$ cat config.mk
export PLATFORM = sky130hd
export DESIGN_NAME = jpeg_stream_sequencer
export DESIGN_NICKNAME = d
export VERILOG_FILES = /design/src/rtl/jpeg_stream_sequencer.sv
export SDC_FILE = /design/constraint.sdc
export NUM_CORES = 1
export LEC_CHECK = 0
export CORE_AREA = 2 2 182 184
export CTS_CLUSTER_DIAMETER = 30
export DETAILED_ROUTE_END_ITERATION = 16
export DIE_AREA = 0 0 184 186
export PLACE_DENSITY = 0.71
export SLEW_MARGIN = 20
export SYNTH_ARGS = -nofsm -noshare
export SYNTH_HDL_FRONTEND = slang
export SYNTH_SLANG_ARGS = --single-unit
$ cat constraint.sdc
create_clock -name clk -period 4.6 [get_ports clk]
set_input_delay 1.15 -clock clk [delete_from_list [all_inputs] [get_ports clk]]
set_output_delay 1.15 -clock clk [all_outputs]
set_load 0.02 [all_outputs]
$ cat src/rtl/jpeg_stream_sequencer.sv
// Byte-stream sequencer: feeds a JPEG image from synchronous byte memory to a decoder,
// zero-pads after the stream until the pixel target is met. Optional: JPEG_SEQ_TIMEOUT_EN.
module jpeg_stream_sequencer #(
    parameter int unsigned ADDR_W      = 19,
    parameter int unsigned FLUSH_LIMIT = 50000
) (
    input  logic              clk,
    input  logic              rst_n,
    input  logic              start,
    input  logic [ADDR_W:0]   stream_len,
    output logic              mem_rd,
    output logic [ADDR_W-1:0] mem_addr,
    input  logic [7:0]        mem_rdata,
    output logic [7:0]        byte_out,
    output logic              byte_valid,
    input  logic              dec_ready,
    input  logic              start_scan,
    input  logic [15:0]       img_width,
    input  logic [15:0]       img_height,
    input  logic              pix_valid,
    output logic              busy,
    output logic              done,
    output logic              timeout,
    output logic [31:0]       pix_count,
    output logic [31:0]       total_pix
);

    localparam int unsigned LEN_W = ADDR_W + 1;
    localparam int unsigned CNT_W = 32;
`ifdef JPEG_SEQ_TIMEOUT_EN
    localparam bit TIMEOUT_EN = 1'b1;
`else
    localparam bit TIMEOUT_EN = 1'b0;
`endif

    localparam logic [2:0] S_IDLE  = 3'd0;
    localparam logic [2:0] S_FETCH = 3'd1;
    localparam logic [2:0] S_LOAD  = 3'd2;
    localparam logic [2:0] S_SEND  = 3'd3;
    localparam logic [2:0] S_FLUSH = 3'd4;
    localparam logic [2:0] S_DONE  = 3'd5;

    logic [2:0]        state_q, state_nxt;
    logic [ADDR_W-1:0] addr_q, addr_nxt;
    logic [LEN_W-1:0]  len_q, len_nxt;
    logic [7:0]        byte_out_q, byte_out_nxt;
    logic              byte_valid_q, byte_valid_nxt;
    logic              mem_rd_q, mem_rd_nxt;
    logic              busy_q, busy_nxt;
    logic              done_q, done_nxt;
    logic              timeout_q, timeout_nxt;
    logic [31:0]       pix_q, pix_nxt;
    logic [31:0]       tot_q, tot_nxt;
    logic              known_q, known_nxt;
    logic [CNT_W-1:0]  fcnt_q, fcnt_nxt;
    logic              xfer, target_met, limit_hit, met_nxt, lim_nxt;

    assign xfer       = byte_valid_q & dec_ready;
    assign target_met = known_q && (pix_q >= tot_q);
    assign limit_hit  = TIMEOUT_EN && (fcnt_q >= CNT_W'(FLUSH_LIMIT));

    // Next-state and next-output logic; byte_valid is precomputed so FLUSH can exit with zero pad bytes.
    always_comb begin
        state_nxt    = state_q;
        addr_nxt     = addr_q;
        len_nxt      = len_q;
        byte_out_nxt = byte_out_q;
        done_nxt     = done_q;
        timeout_nxt  = timeout_q;
        pix_nxt      = pix_q;
        tot_nxt      = tot_q;
        known_nxt    = known_q;
        fcnt_nxt     = fcnt_q;

        if (busy_q) begin
            if (start_scan && !known_q) begin
                tot_nxt   = 32'(img_width) * 32'(img_height);
                known_nxt = 1'b1;
            end
            if (pix_valid && (pix_q != 32'hFFFF_FFFF)) begin
                pix_nxt = pix_q + 32'd1;
            end
        end

        case (state_q)
            S_IDLE, S_DONE: begin
                if (start) begin
                    len_nxt     = stream_len;
                    addr_nxt    = '0;
                    pix_nxt     = '0;
                    tot_nxt     = '0;
                    known_nxt   = 1'b0;
                    fcnt_nxt    = '0;
                    done_nxt    = 1'b0;
                    timeout_nxt = 1'b0;
                    state_nxt   = (stream_len != '0) ? S_FETCH : S_FLUSH;
                end
            end
            S_FETCH: state_nxt = S_LOAD;
            S_LOAD: begin
                byte_out_nxt = mem_rdata;
                state_nxt    = S_SEND;
            end
            S_SEND: begin
                if (xfer) begin
                    if (LEN_W'(addr_q) == (len_q - LEN_W'(1))) begin
                        state_nxt = S_FLUSH;
                    end else begin
                        addr_nxt  = addr_q + ADDR_W'(1);
                        state_nxt = S_FETCH;
                    end
                end
            end
            S_FLUSH: begin
                if (xfer && (fcnt_q != '1)) begin
                    fcnt_nxt = fcnt_q + CNT_W'(1);
                end
                if (target_met) begin
                    state_nxt = S_DONE;
                    done_nxt  = 1'b1;
                end else if (limit_hit) begin
                    state_nxt   = S_DONE;
                    done_nxt    = 1'b1;
                    timeout_nxt = 1'b1;
                end
            end
            default: state_nxt = S_IDLE;
        endcase

        if (state_nxt == S_FLUSH) begin
            byte_out_nxt = '0;
        end

        met_nxt        = known_nxt && (pix_nxt >= tot_nxt);
        lim_nxt        = TIMEOUT_EN && (fcnt_nxt >= CNT_W'(FLUSH_LIMIT));
        byte_valid_nxt = (state_nxt == S_SEND) ||
                         ((state_nxt == S_FLUSH) && !met_nxt && !lim_nxt);
        mem_rd_nxt     = (state_nxt == S_FETCH);
        busy_nxt       = (state_nxt == S_FETCH) || (state_nxt == S_LOAD) ||
                         (state_nxt == S_SEND)  || (state_nxt == S_FLUSH);
    end

    always_ff @(posedge clk or negedge rst_n) begin
        if (!rst_n) begin
            state_q      <= S_IDLE;
            addr_q       <= '0;
            len_q        <= '0;
            byte_out_q   <= '0;
            byte_valid_q <= 1'b0;
            mem_rd_q     <= 1'b0;
            busy_q       <= 1'b0;
            done_q       <= 1'b0;
            timeout_q    <= 1'b0;
            pix_q        <= '0;
            tot_q        <= '0;
            known_q      <= 1'b0;
            fcnt_q       <= '0;
        end else begin
            state_q      <= state_nxt;
            addr_q       <= addr_nxt;
            len_q        <= len_nxt;
            byte_out_q   <= byte_out_nxt;
            byte_valid_q <= byte_valid_nxt;
            mem_rd_q     <= mem_rd_nxt;
            busy_q       <= busy_nxt;
            done_q       <= done_nxt;
            timeout_q    <= timeout_nxt;
            pix_q        <= pix_nxt;
            tot_q        <= tot_nxt;
            known_q      <= known_nxt;
            fcnt_q       <= fcnt_nxt;
        end
    end

    assign mem_rd     = mem_rd_q;
    assign mem_addr   = addr_q;
    assign byte_out   = byte_out_q;
    assign byte_valid = byte_valid_q;
    assign busy       = busy_q;
    assign done       = done_q;
    assign timeout    = timeout_q;
    assign pix_count  = pix_q;
    assign total_pix  = tot_q;

endmodule

* Yosys cells after proc, flatten, opt, wreduce, memory -nomap -nowiden
Cells that the tools add are included.
** Word-level totals
- Memories kept :: 0
- Latch bits :: 0
- Memory bits (writable) :: 0
- Bits in read-only memories :: 0
- Word-level logic and storage cells :: 80
- Flip-flop bits (word level) :: 119
- Input port bits :: 66
** Operators by class
- Shifts and indexed selects :: 0
- Magnitude comparators :: 2
- Div/mod/pow operators :: 0
- Reduce and logical (&&, ||, !) cells :: 20
- $add $sub $neg :: 3
- Muxes and demuxes :: 27
- Bitwise logic cells :: 1
- Multiply operators :: 1
- Eq/ne operators :: 15
** Operators by type and width (number)
- $mux W32 :: 8
- $ge A32 B32 Y1 :: 2
- $mux W19 :: 3
- $pmux W19 S2 :: 1
- $add A32 B1 Y32 const B :: 1
- $mul A16 B16 Y32 :: 1
- $ne A32 B32 Y1 const B :: 1
- $eq A19 B20 Y1 :: 1
- $reduce_bool A20 Y1 :: 1
- $sub A20 B1 Y20 const B :: 1
- $add A19 B1 Y19 const B :: 1
- $mux W8 :: 2
- $mux W3 :: 5
- $pmux W3 S5 :: 1
- $eq A3 B2 Y1 const B :: 4
- $eq A3 B3 Y1 const B :: 3
- $ne A2 B2 Y1 const B :: 4
- $eq A3 B1 Y1 const B :: 2
- $mux W1 :: 6
- $reduce_bool A2 Y1 :: 3
- $logic_and A1 B1 Y1 :: 5
- $logic_or A1 B1 Y1 :: 4
- $reduce_and A4 Y1 :: 1
- $logic_not A3 Y1 :: 1
- 6 further kinds :: 7

* Longest topological paths before layout
Gate-level depths: netlist of the first run.
- Depth in word-level cells :: 11
- Gate-level depth with buffers :: 34

* Worst setup path before layout of the first run
No wires, ideal clock.
- Path type :: input to register
- Start :: in img_height[3]
- End :: reg byte_valid_q, in the netlist byte_valid
- Arrival :: 8122 ps
- Buffers on the path :: 1
- Cell stages on the path :: 30
- Data required time :: 4534 ps
- Setup slack :: -3588 ps
- Cells stage by stage :: clkbuf_1 -> nand2_1 -> fa_1 -> fa_1 -> fa_1 -> fa_1 -> inv_1 -> fa_1 -> inv_1 -> fa_1 -> inv_1 -> ha_1 -> a2111oi_0 -> o21ai_0 -> a21oi_1 -> o21ai_0 -> a2111oi_0 -> nor3_1 -> a31o_2 -> xor2_1 -> nand2_1 -> a21o_1 -> ha_1 -> nor2b_1 -> o21ai_0 -> a21oi_1 -> nor3_1 -> nor2_1 -> o31ai_1 -> a22o_1
** On the way
- Cells in the longest elaborated chain, start to end :: 10
** Ends and longest elaborated chain
- start, declared :: line 19 : input logic [15:0] img_height,
- $mul A16 B16 Y32 (*) :: line 77 : tot_nxt = 32'(img_width) * 32'(img_height);
- $mux W32 (*) :: line 76 : if (start_scan && !known_q) begin
- $mux W32 (*) :: line 75 : if (busy_q) begin
- $mux W32 :: line 87 : if (start) begin
- $mux W32 (*) :: line 85 : case (state_q)
- $ge A32 B32 Y1 (*) :: line 134 : met_nxt = known_nxt && (pix_nxt >= tot_nxt);
- $logic_and A1 B1 Y1 (*) :: line 134
- $logic_not A1 Y1 (*) :: line 137 : ((state_nxt == S_FLUSH) && !met_nxt && !lim_nxt);
- $logic_and A1 B1 Y1 (*) :: line 137
- $logic_or A1 B1 Y1 (*) :: line 136 : byte_valid_nxt = (state_nxt == S_SEND) ||
- net byte_valid_nxt :: line 47 : logic byte_valid_q, byte_valid_nxt;
- end signal, assigned :: line 163 : byte_valid_q <= byte_valid_nxt;
- end, declared :: line 47
Mark *: on every way through the listed nets, which the timed path passes. The rest lies on a longest branch.
A chain may end at the register's enable or synchronous reset.

* Worst setup path in the final report of the first run
- Start :: in img_width[5]
- End :: reg byte_valid_q, in the netlist byte_valid
** On the way
- Cells in the longest elaborated chain, start to end :: 10
** Ends and longest elaborated chain
- start, declared :: line 18 : input logic [15:0] img_width,
- $mul A16 B16 Y32 (*) :: line 77
- $mux W32 (*) :: line 76
- $mux W32 (*) :: line 75
- $mux W32 :: line 87
- $mux W32 (*) :: line 85
- $ge A32 B32 Y1 (*) :: line 134
- $logic_and A1 B1 Y1 (*) :: line 134
- $logic_not A1 Y1 (*) :: line 137
- $logic_and A1 B1 Y1 (*) :: line 137
- $logic_or A1 B1 Y1 (*) :: line 136
- net byte_valid_nxt :: line 47
Marks and branches as above.

==> impl_metrics.json, run 1 <==
{
  "synth_area_um2": 15900,
  "syn_inst": 1842,
  "routed_wl_um": 47600,
  "drtIter0Drc": 802,
  "critPathMaxFanout": 3,
  "status": "finished, violations left",
  "ys_warn_count": 0,
  "clock-sinks": 119,
  "drcViolationCount": 0,
  "crit_arrival_ns": 8.02,
  "required_ns": 4.97,
  "grt_overflow": 0,
  "relSlewSlack": 0.456,
  "seq_area_um2": 2980,
  "rsz0062_at_grt": "yes",
  "period_minus_slack_ns": 7.65,
  "avgSynthCellArea_um2": 8.64,
  "post_dp_cell_area_um2": 19800,
  "dieHeight_um": 186,
  "grt_max_degree": 52,
  "pin_count": 162,
  "die_w_um": 184,
  "path_clk_slew_ns": 0.07,
  "gp_congestion": 0.930,
  "grt_pass1_vias": 15362,
  "seqPwrFrac": 0.093,
  "cpMostUsedCell": "fa_1",
  "worst_pin_slew_ns": 0.812,
  "async_reset_ff_frac": 1.00,
  "ys_types": 61,
  "timing.fmax_mhz": 131,
  "ys_seq_area_frac": 0.187,
  "whs_path_depth": 2,
  "setup_viol": 26,
  "clockRootBuffer": "clkbuf_16",
  "hold_path.class": "register to register",
  "fin_tns_setup_ns": -40.48,
  "max_stage_delay_ns": 0.53,
  "avgViaCountPerCell": 5.42,
  "p_clk_frac": 0.070,
  "dr.pass1.iters": 5,
  "io_buffers": 160,
  "endpoint_kind": "register",
  "power_switching_uw": 8820,
  "cp-start-kind": "primary input",
  "dp_cells": 2559,
  "critPathSlowestCell": "fa_1",
  "period_share": 1.66,
  "vias": 14357,
  "drive_above_1_share": 0.255,
  "pwr-share-comb": 0.837,
  "grt_pass1_wl_um": 78000,
  "peakVddDrop_mv": 1.25,
  "std_cell_rows": 66,
  "drtAntennaViolNets": 0,
  "cts_htree_levels": 4,
  "setup_slack_ns": -3.05,
  "synth_flop_cell": "dfrtp_1",
  "antenna_found_initial": 1,
  "cap_violations": 0,
  "ys_seq_elements": 119,
  "dp_hpwl_um": 37500,
  "synth_edf_count": 0,
  "switching_share": 0.461,
  "powerDensity_nw_per_um2": 880,
  "multiInputGateArea_um2": 12600,
  "clk_latency_ns": 0.43,
  "cts_inserted_buffers": 17,
  "start_util": 0.494,
  "grt_usage": 0.293,
  "violations": "negative setup slack",
  "holdBufCountCts": 0,
  "leakage_uw": 0.0107,
  "drv_slew": 0,
  "finalHoldViolCount": 0,
  "r2r_cells": 20,
  "fillCellCount": 2521,
  "wl_per_cell_um": 18.0,
  "instances_no_fill": 2649,
  "fin_nets": 2658,
  "pre_cts_ws_ns": -4.16,
  "syn_nets": 2273,
  "finalClockSkew_ns": 0.0162,
  "dieArea_um2": 34200,
  "crit_type": "primary input to register",
  "area_growth_syn_to_layout_pct": 36.6,
  "coreArea_um2": 32200,
  "cts_tree": "built",
  "design_area_um2": 21700,
  "cts_buffer_depth": 2,
  "p_int_uw": 10300
}
critical path: cells and delay by family:
| kind | cells | cell delay [ns] |
|---|---|---|
| adders and majority gates | 8 | 3.58 |
| AOI/OAI and AO/OA | 11 | 2.13 |
| and+or+nand+nor | 5 | 0.55 |
| buffers and inverters | 6 | 0.41 |
| xor gates and xnor gates | 1 | 0.19 |
metal layers:
layer  global-route usage  vias up  share of wire
met1                0.380     7144           0.42
met5                    0        -              0
met3               0.0757       75          0.078
met2                0.487      476           0.48
met4               0.0784        0          0.022
li1                     -     6662              -
per-stage QoR:
stage | power (uW) | hold slack, ns | utilization
after CTS | 18100 | 0.518 | 0.663
after detailed placement | 14900 | 0.483 | 0.615
after floorplan | 10100 | 0.467 | -
after global routing | 20900 | 0.556 | 0.675
final | 19100 | 0.514 | 0.675
after global placement | 14700 | 0.491 | 0.615
state kept, by name (all words and copies together), names as in the netlist:
| register | count |
|---|---|
| busy | 1 |
| len_q | 20 |
| byte_valid | 1 |
| mem_addr | 19 |
| state_q | 3 |
| byte_out | 8 |
| known_q | 1 |
| total_pix | 32 |
| pix_count | 32 |
| mem_rd | 1 |
| done | 1 |
cell families after synthesis:
logic type      Yosys count  synth area share
flops                   119             0.187
compound gates          189            0.0769
buf+inv                 364            0.0864
xor+xnor                 89            0.0490
fa+ha+maj               365             0.378
simple gates            699             0.212
mux                      16            0.0101
other cells               1          0.000236
cell type report:
class / instances / area share
sequential: 119 / 0.137
timing repair buffer: 428 / 0.182
inverter: 302 / 0.0521
tap: 408 / 0.0235
multi-input combinational: 1359 / 0.579
clock buffer: 17 / 0.0196
clock inverter: 15 / 0.00714
antenna: 1 / 0.000115
power by group through the flow:
stage	clock network (uW)	registers (uW)	logic (uW)
final	1330	1790	16000
after CTS	1350	1770	14900
after global routing	1400	1830	17700
after global placement	0	1780	12900
after floorplan	0	1890	8230
after detailed placement	0	1780	13100
worst paths after layout:
path / to / start / slack (ns)
worst min register to register: done$_DFFE_PN0P_ / done$_DFFE_PN0P_ / 0.51
worst max-delay path: byte_valid$_DFF_PN0_ / img_width[5] / -3.05
worst min-delay path: done$_DFFE_PN0P_ / done$_DFFE_PN0P_ / 0.51
max in group asynchronous: total_pix[4]$_DFF_PN0_ / rst_n / 2.83
min in group asynchronous: mem_addr[0]$_DFFE_PN0P_ / rst_n / 0.76
worst max register to register: byte_valid$_DFF_PN0_ / pix_count[6]$_DFF_PN0_ / 0.27
Yosys cell counts (all sizes together) (6+ instances only):
master,instances,area (um^2)
a21o,19,143
nor4,13,81.3
nor3,33,165
xor2,43,377
inv,302,1130
nor2,97,364
and2,124,776
o21ai,50,254
mux2i,16,160
a21oi,46,230
ha,171,2140
nor3b,6,56.3
a211oi,14,105
nand2,295,1110
fa,194,3880
buf,6,32.5
xnor2,46,403
and3,17,106
dfrtp,119,2980
nor2b,7,43.8
a31oi,9,56.3
clkbuf,56,210
o31ai,10,88.8
o211ai,10,75.1
nand4,23,144
and4,6,52.6
nand3,38,190
or3,8,50.1
nand2b,11,68.8
cells in the final DEF (no fill, tap or decap), types with 24 or more instances in the layout:
| cell type | n |
|---|---|
| a21oi_1 | 24 |
| clkdlybuf4s50_1 | 128 |
| inv_2 | 44 |
| nand2_1 | 272 |
| and2_1 | 91 |
| xnor2_1 | 40 |
| nor2_1 | 90 |
| fa_1 | 177 |
| inv_1 | 258 |
| nor3_1 | 29 |
| ha_1 | 145 |
| xor2_1 | 39 |
| nand3_1 | 32 |
| buf_6 | 74 |
| o21ai_0 | 26 |
| dfrtp_1 | 119 |
| buf_4 | 193 |
| and2_4 | 33 |
what timing repair did:
| action | CTS | global route |
|---|---|---|
| cloned | 3 | 0 |
| resized for setup | 316 | 80 |
| endpoints found under the setup margin | 29 | 28 |
| pin swaps | 173 | 88 |
| setup buffers | 52 | 13 |
Note: power is estimated with default switching activity, not from simulation.
==> run 2, diff against run 1 <==
--- a/config.mk
+++ b/config.mk
@@ -5,11 +5,10 @@
 export SDC_FILE = /design/constraint.sdc
 export NUM_CORES = 1
 export LEC_CHECK = 0
-export CORE_AREA = 2 2 182 184
+export CORE_AREA = 2 2 192 194
 export CTS_CLUSTER_DIAMETER = 30
 export DETAILED_ROUTE_END_ITERATION = 16
-export DIE_AREA = 0 0 184 186
-export PLACE_DENSITY = 0.71
+export DIE_AREA = 0 0 194 196
 export SLEW_MARGIN = 20
 export SYNTH_ARGS = -nofsm -noshare
 export SYNTH_HDL_FRONTEND = slang
==> run 2 against run 1 <==
  * The flow still finishes with violations (negative setup slack)
  * First-iteration DRC count grew 1.1%
  * Sequential power hardly changed
  * Global-route usage fell by 3.6 points
  * Clock power up 9.8%
  * Largest cell class unchanged
  * Largest power group unchanged
==> impl_metrics.json, run 2 (synthesis gave the netlist of run 1 again) <==
{
  "status": "finished, violations left",
  "violations": "negative setup slack",
  "routed_wl_um": 47000,
  "io_buffers": 160,
  "area_growth_syn_to_layout_pct": 37.1,
  "grt_usage": 0.257,
  "leakage_uw": 0.0107,
  "path_clk_slew_ns": 0.06,
  "cp-start-kind": "primary input",
  "start_util": 0.441,
  "r2r_cells": 20,
  "pre_cts_ws_ns": -4.09,
  "worst_pin_slew_ns": 0.907,
  "cap_violations": 0,
  "coreArea_um2": 36100,
  "pin_count": 162,
  "cpMostUsedCell": "fa_1",
  "dp_hpwl_um": 36900,
  "dp_cells": 2601,
  "hold_path.class": "register to register",
  "max_stage_delay_ns": 0.56,
  "crit_type": "primary input to register",
  "cts_buffer_depth": 2,
  "antenna_found_initial": 0,
  "holdPathEnd": "done$_DFFE_PN0P_",
  "drive_above_1_share": 0.256,
  "rsz0062_at_grt": "yes",
  "timing.reg2reg.setup_slack_ns": 0.38,
  "holdWs_ns": 0.521,
  "drtAntennaViolNets": 0,
  "period_minus_slack_ns": 7.70,
  "drcViolationCount": 0,
  "grt_pass1_vias": 14996,
  "reg2reg_from": "pix_count[13]$_DFF_PN0_",
  "crit_arrival_ns": 8.01,
  "timing.fmax_mhz": 130,
  "endpoint_kind": "register",
  "cts_htree_levels": 4,
  "most-common-layout-cells": "269 x nand2_1, 256 x inv_1, 175 x buf_4",
  "drv_slew": 0,
  "switching_share": 0.460,
  "drtIter0Drc": 811,
  "relSlewSlack": 0.393,
  "clock-sinks": 119,
  "critPathMaxFanout": 8,
  "gp_congestion": 0.872,
  "grt_max_degree": 63,
  "period_share": 1.67,
  "cts_inserted_buffers": 17,
  "holdBufCountCts": 0,
  "dr.pass1.iters": 5,
  "dieHeight_um": 196,
  "grt_pass1_wl_um": 78500,
  "avgViaCountPerCell": 5.21,
  "dieArea_um2": 38000,
  "setup_slack_ns": -3.10,
  "setup_viol": 26,
  "required_ns": 4.91,
  "instances_no_fill": 2689,
  "antenna_cells": 0,
  "pwr-share-comb": 0.837,
  "hp-start": "done$_DFFE_PN0P_",
  "critPathSlowestCell": "fa_1",
  "power_switching_uw": 9150,
  "seqPwrFrac": 0.090,
  "p_clk_frac": 0.074,
  "peakVddDrop_mv": 0.888,
  "vias": 14001,
  "final_common_cell": "nand2_1",
  "std_cell_rows": 70,
  "r2r_end": "byte_valid$_DFF_PN0_",
  "clk_latency_ns": 0.43,
  "whs_path_depth": 2,
  "fin_nets": 2640,
  "clockRootBuffer": "clkbuf_16",
  "powerDensity_nw_per_um2": 912,
  "grt_overflow": 0,
  "finalHoldViolCount": 0,
  "cts_tree": "built",
  "finalClockSkew_ns": 0.0118,
  "p_int_uw": 10800,
  "wl_per_cell_um": 17.5,
  "die_w_um": 194
}
[run 2: cell count changes in the layout (fill, tap and decap cells not counted), sizes merged, moves of 3 or more]
cell / previous run / this run
clkdlybuf4s15: 3 / 0
buf: 292 / 277
bufinv: 1 / 4
inv: 312 / 305
clkinv: 1 / 4
[run 2: area by class of cell]
type / instances / area [um^2]
well taps: 468 / 586
flip-flops and latches: 119 / 2980
inverters: 302 / 1130
clock inverters: 13 / 196
fillers: 3191 / 14300
multi-input cells: 1359 / 12600
clock buffers: 18 / 439
repair buffers: 410 / 3850
[run 2: power by group through the flow]
stage               clock network, uW  logic [uW]  registers [uW]
floorplan                           0        8230            1890
global placement                    0       13100            1790
global route                     1520       18200            1830
detailed placement                  0       13200            1780
CTS                              1480       15200            1770
finish                           1460       16700            1780
[run 2: worst max-delay path by stage]
stage | startpoint | end | slack, ns
finish | img_height[6] | byte_valid$_DFF_PN0_ | -3.10
global route | img_height[6] | byte_valid$_DFF_PN0_ | -3.39
CTS | img_width[3] | byte_valid$_DFF_PN0_ | -3.06
detailed placement | img_height[5] | byte_valid$_DFF_PN0_ | -4.09
global placement | img_height[5] | byte_valid$_DFF_PN0_ | -4.04
floorplan | img_height[4] | byte_valid$_DFF_PN0_ | -2.90
[run 2: per-stage QoR]
step	power (uW)	TNS (ns)	cell area [um^2]	util
after floorplan	10100	-33.96	16500	-
after global placement	14800	-64.77	19800	0.549
after detailed placement	15000	-65.22	19800	0.549
after CTS	18500	-40.29	21300	0.591
after global routing	21600	-44.80	21800	0.605
final	19900	-40.34	21800	0.605
[run 2: timing repair]
| action | in CTS | in global routing |
|---|---|---|
| endpoints found under the setup margin | 28 | 27 |
| setup buffers | 49 | 19 |
| pin swaps | 142 | 142 |
| cloned | 2 | 1 |
| gates resized for setup | 266 | 133 |
[run 2: worst max-delay path: cells and delay by family]
family                   cells  cell delay, ns
adder cells (fa/ha/maj)      8            3.64
XOR/XNOR                     1            0.13
AND/OR/NAND/NOR              6            0.77
buffers and inverters        8            0.75
AO/OA/AOI/OAI               10            1.58
[run 2: layer usage]
metal	part of all wire	global-route usage	vias to the layer above
li1	-	-	6624
met1	0.47	0.364	6978
met2	0.48	0.421	341
met3	0.040	0.0316	58
met4	0.019	0.0629	0
met5	0	0	-
==> run 3, diff against run 2 <==
--- a/config.mk
+++ b/config.mk
@@ -6,9 +6,9 @@
 export NUM_CORES = 1
 export LEC_CHECK = 0
 export CORE_AREA = 2 2 192 194
-export CTS_CLUSTER_DIAMETER = 30
 export DETAILED_ROUTE_END_ITERATION = 16
 export DIE_AREA = 0 0 194 196
+export REMOVE_ABC_BUFFERS = 1
 export SLEW_MARGIN = 20
 export SYNTH_ARGS = -nofsm -noshare
 export SYNTH_HDL_FRONTEND = slang
==> run 3 against run 2 <==
  * The run still ends with negative setup slack left
  * Largest power group unchanged
  * Via count increased by 0.13%
  * Highest routed layer unchanged
  * Final cell count hardly changed
  * First-iteration DRC count decreased by 5.2%
==> impl_metrics.json, run 3 (synthesis gave the netlist of run 1 again) <==
{
  "fin_nets": 2641,
  "violations": "negative setup slack",
  "top_layer": "met4",
  "coreArea_um2": 36100,
  "dieArea_um2": 38000,
  "peakVddDrop_mv": 1.13,
  "start_util": 0.441,
  "fillCellCount": 3168,
  "io_buffers": 160,
  "instances_no_fill": 2691,
  "final_common_cell": "nand2_1",
  "finalHoldViolCount": 0,
  "cp-start-kind": "primary input",
  "p_clk_frac": 0.077,
  "required_ns": 4.91,
  "p_int_uw": 10400,
  "drive_above_1_share": 0.237,
  "rsz0062_at_grt": "yes",
  "critPathMaxFanout": 7,
  "status": "finished, violations left",
  "avgViaCountPerCell": 5.21,
  "grt_max_degree": 78,
  "dieHeight_um": 196,
  "finalClockSkew_ns": 0.00884,
  "power_switching_uw": 8440,
  "design_area_um2": 21600,
  "cts_buffer_depth": 2,
  "fin_util": 0.599,
  "dr.pass1.iters": 5,
  "grt_pass1_vias": 14699,
  "pin_count": 162,
  "timing.fmax_mhz": 130,
  "power_uw": 18800,
  "holdWs_ns": 0.526,
  "path_clk_slew_ns": 0.06,
  "most-common-layout-cells": "275 x nand2_1, 257 x inv_1, 181 x fa_1",
  "cts_htree_levels": 4,
  "grt_pass1_wl_um": 76100,
  "powerDensity_nw_per_um2": 869,
  "leakage_uw": 0.0106,
  "hold_path.class": "register to register",
  "wl_met2_um": 22300,
  "drtAntennaViolNets": 0,
  "switching_share": 0.449,
  "drcViolationCount": 0,
  "clk_latency_ns": 0.42,
  "relSlewSlack": 0.391,
  "drv_slew": 0,
  "antenna_cells": 0,
  "period_minus_slack_ns": 7.67,
  "critPathSlowestCell": "fa_1",
  "gp_congestion": 0.868,
  "vias": 14019,
  "drtIter0Drc": 769,
  "cts_inserted_buffers": 17,
  "area_growth_syn_to_layout_pct": 35.9,
  "clock-sinks": 119,
  "dr_wl_met3_um": 2270,
  "seq_area_um2": 2980,
  "dp_cells": 2596,
  "std_cell_rows": 70,
  "setup_viol": 27,
  "grt_usage": 0.248,
  "dp_hpwl_um": 36800,
  "crit_type": "primary input to register",
  "endpoint_kind": "register",
  "die_w_um": 194,
  "pwr-share-comb": 0.829,
  "crit_arrival_ns": 7.98,
  "cts_tree": "built",
  "routed_wl_um": 46100,
  "grt_overflow": 0,
  "worst_pin_slew_ns": 0.911,
  "clockRootBuffer": "clkbuf_16",
  "multiInputGateArea_um2": 12400,
  "drt-met1-wl_um": 20700,
  "setup_slack_ns": -3.07,
  "post_dp_cell_area_um2": 19300,
  "antenna_found_initial": 0,
  "max_stage_delay_ns": 0.61,
  "seqPwrFrac": 0.095,
  "wl_per_cell_um": 17.1,
  "cap_violations": 0,
  "cpMostUsedCell": "fa_1",
  "period_share": 1.67,
  "holdBufCountCts": 0
}
run 3: cell count changes in the layout (fill, tap and decap cells not counted), moves of 5 or more:
| cell | change |
|---|---|
| and2_1 | +14 |
| and2_4 | -14 |
| clkdlybuf4s15_2 | +11 |
| buf_2 | -9 |
| ha_1 | +8 |
| buf_6 | +7 |
| fa_1 | +7 |
| fa_2 | -7 |
| buf_12 | -6 |
| ha_4 | -6 |
| nand2_1 | +6 |
| o21ai_2 | -5 |
run 3: repair_timing:
item                       CTS  global route
cloned                       2             0
setup buffers               60            13
pin swaps                  200            72
hold endpoints to repair     0             0
resized for setup          376            85
setup endpoints to repair   28            28
run 3: per-layer routing:
layer	up-vias	global-route usage
met5	-	0
met4	0	0.0513
met3	45	0.0339
met2	323	0.422
met1	7013	0.338
li1	6638	-
run 3: area by class of cell:
| class | count | share of cell area |
|---|---|---|
| inverters | 302 | 0.0524 |
| well taps | 468 | 0.0271 |
| clock buffers | 18 | 0.0198 |
| repair buffers | 411 | 0.179 |
| multi-input cells | 1359 | 0.575 |
| clock inverters | 14 | 0.00914 |
| flip-flops and latches | 119 | 0.138 |
run 3: worst paths after layout:
check	from	endpoint	slack, ns	cells past startpoint
setup / recovery	img_height[4]	byte_valid$_DFF_PN0_	-3.07	33
hold / removal	done$_DFFE_PN0P_	done$_DFFE_PN0P_	0.53	2
setup reg to reg	pix_count[13]$_DFF_PN0_	byte_valid$_DFF_PN0_	0.32	22
hold reg to reg	done$_DFFE_PN0P_	done$_DFFE_PN0P_	0.53	2
max in group asynchronous	rst_n	len_q[13]$_DFFE_PN0P_	2.86	2
min in group asynchronous	rst_n	len_q[0]$_DFFE_PN0P_	0.77	1
run 3: stage by stage:
stage	TNS (ns)	worst slack, ns
finish	-40.28	-3.07
global route	-45.39	-3.35
CTS	-39.38	-3.00
detailed placement	-76.37	-4.71
global placement	-73.04	-4.54
floorplan	-43.94	-3.52
run 3: worst max-delay path, delay by kind of cell:
family                     cells  cell delay, ns
and+or+nand+nor                6            0.88
adders and majority gates      8            3.66
xor gates and xnor gates       1            0.13
AOI/OAI and AO/OA              9            1.48
buffers and inverters          9            0.69
run 3: power groups by stage:
stage | Clock (uW) | Combinational (uW) | Sequential, uW
finish | 1440 | 15600 | 1780
global route | 1500 | 17200 | 1840
CTS | 1450 | 14700 | 1780
detailed placement | 0 | 11500 | 1780
global placement | 0 | 11300 | 1780
floorplan | 0 | 6860 | 1910
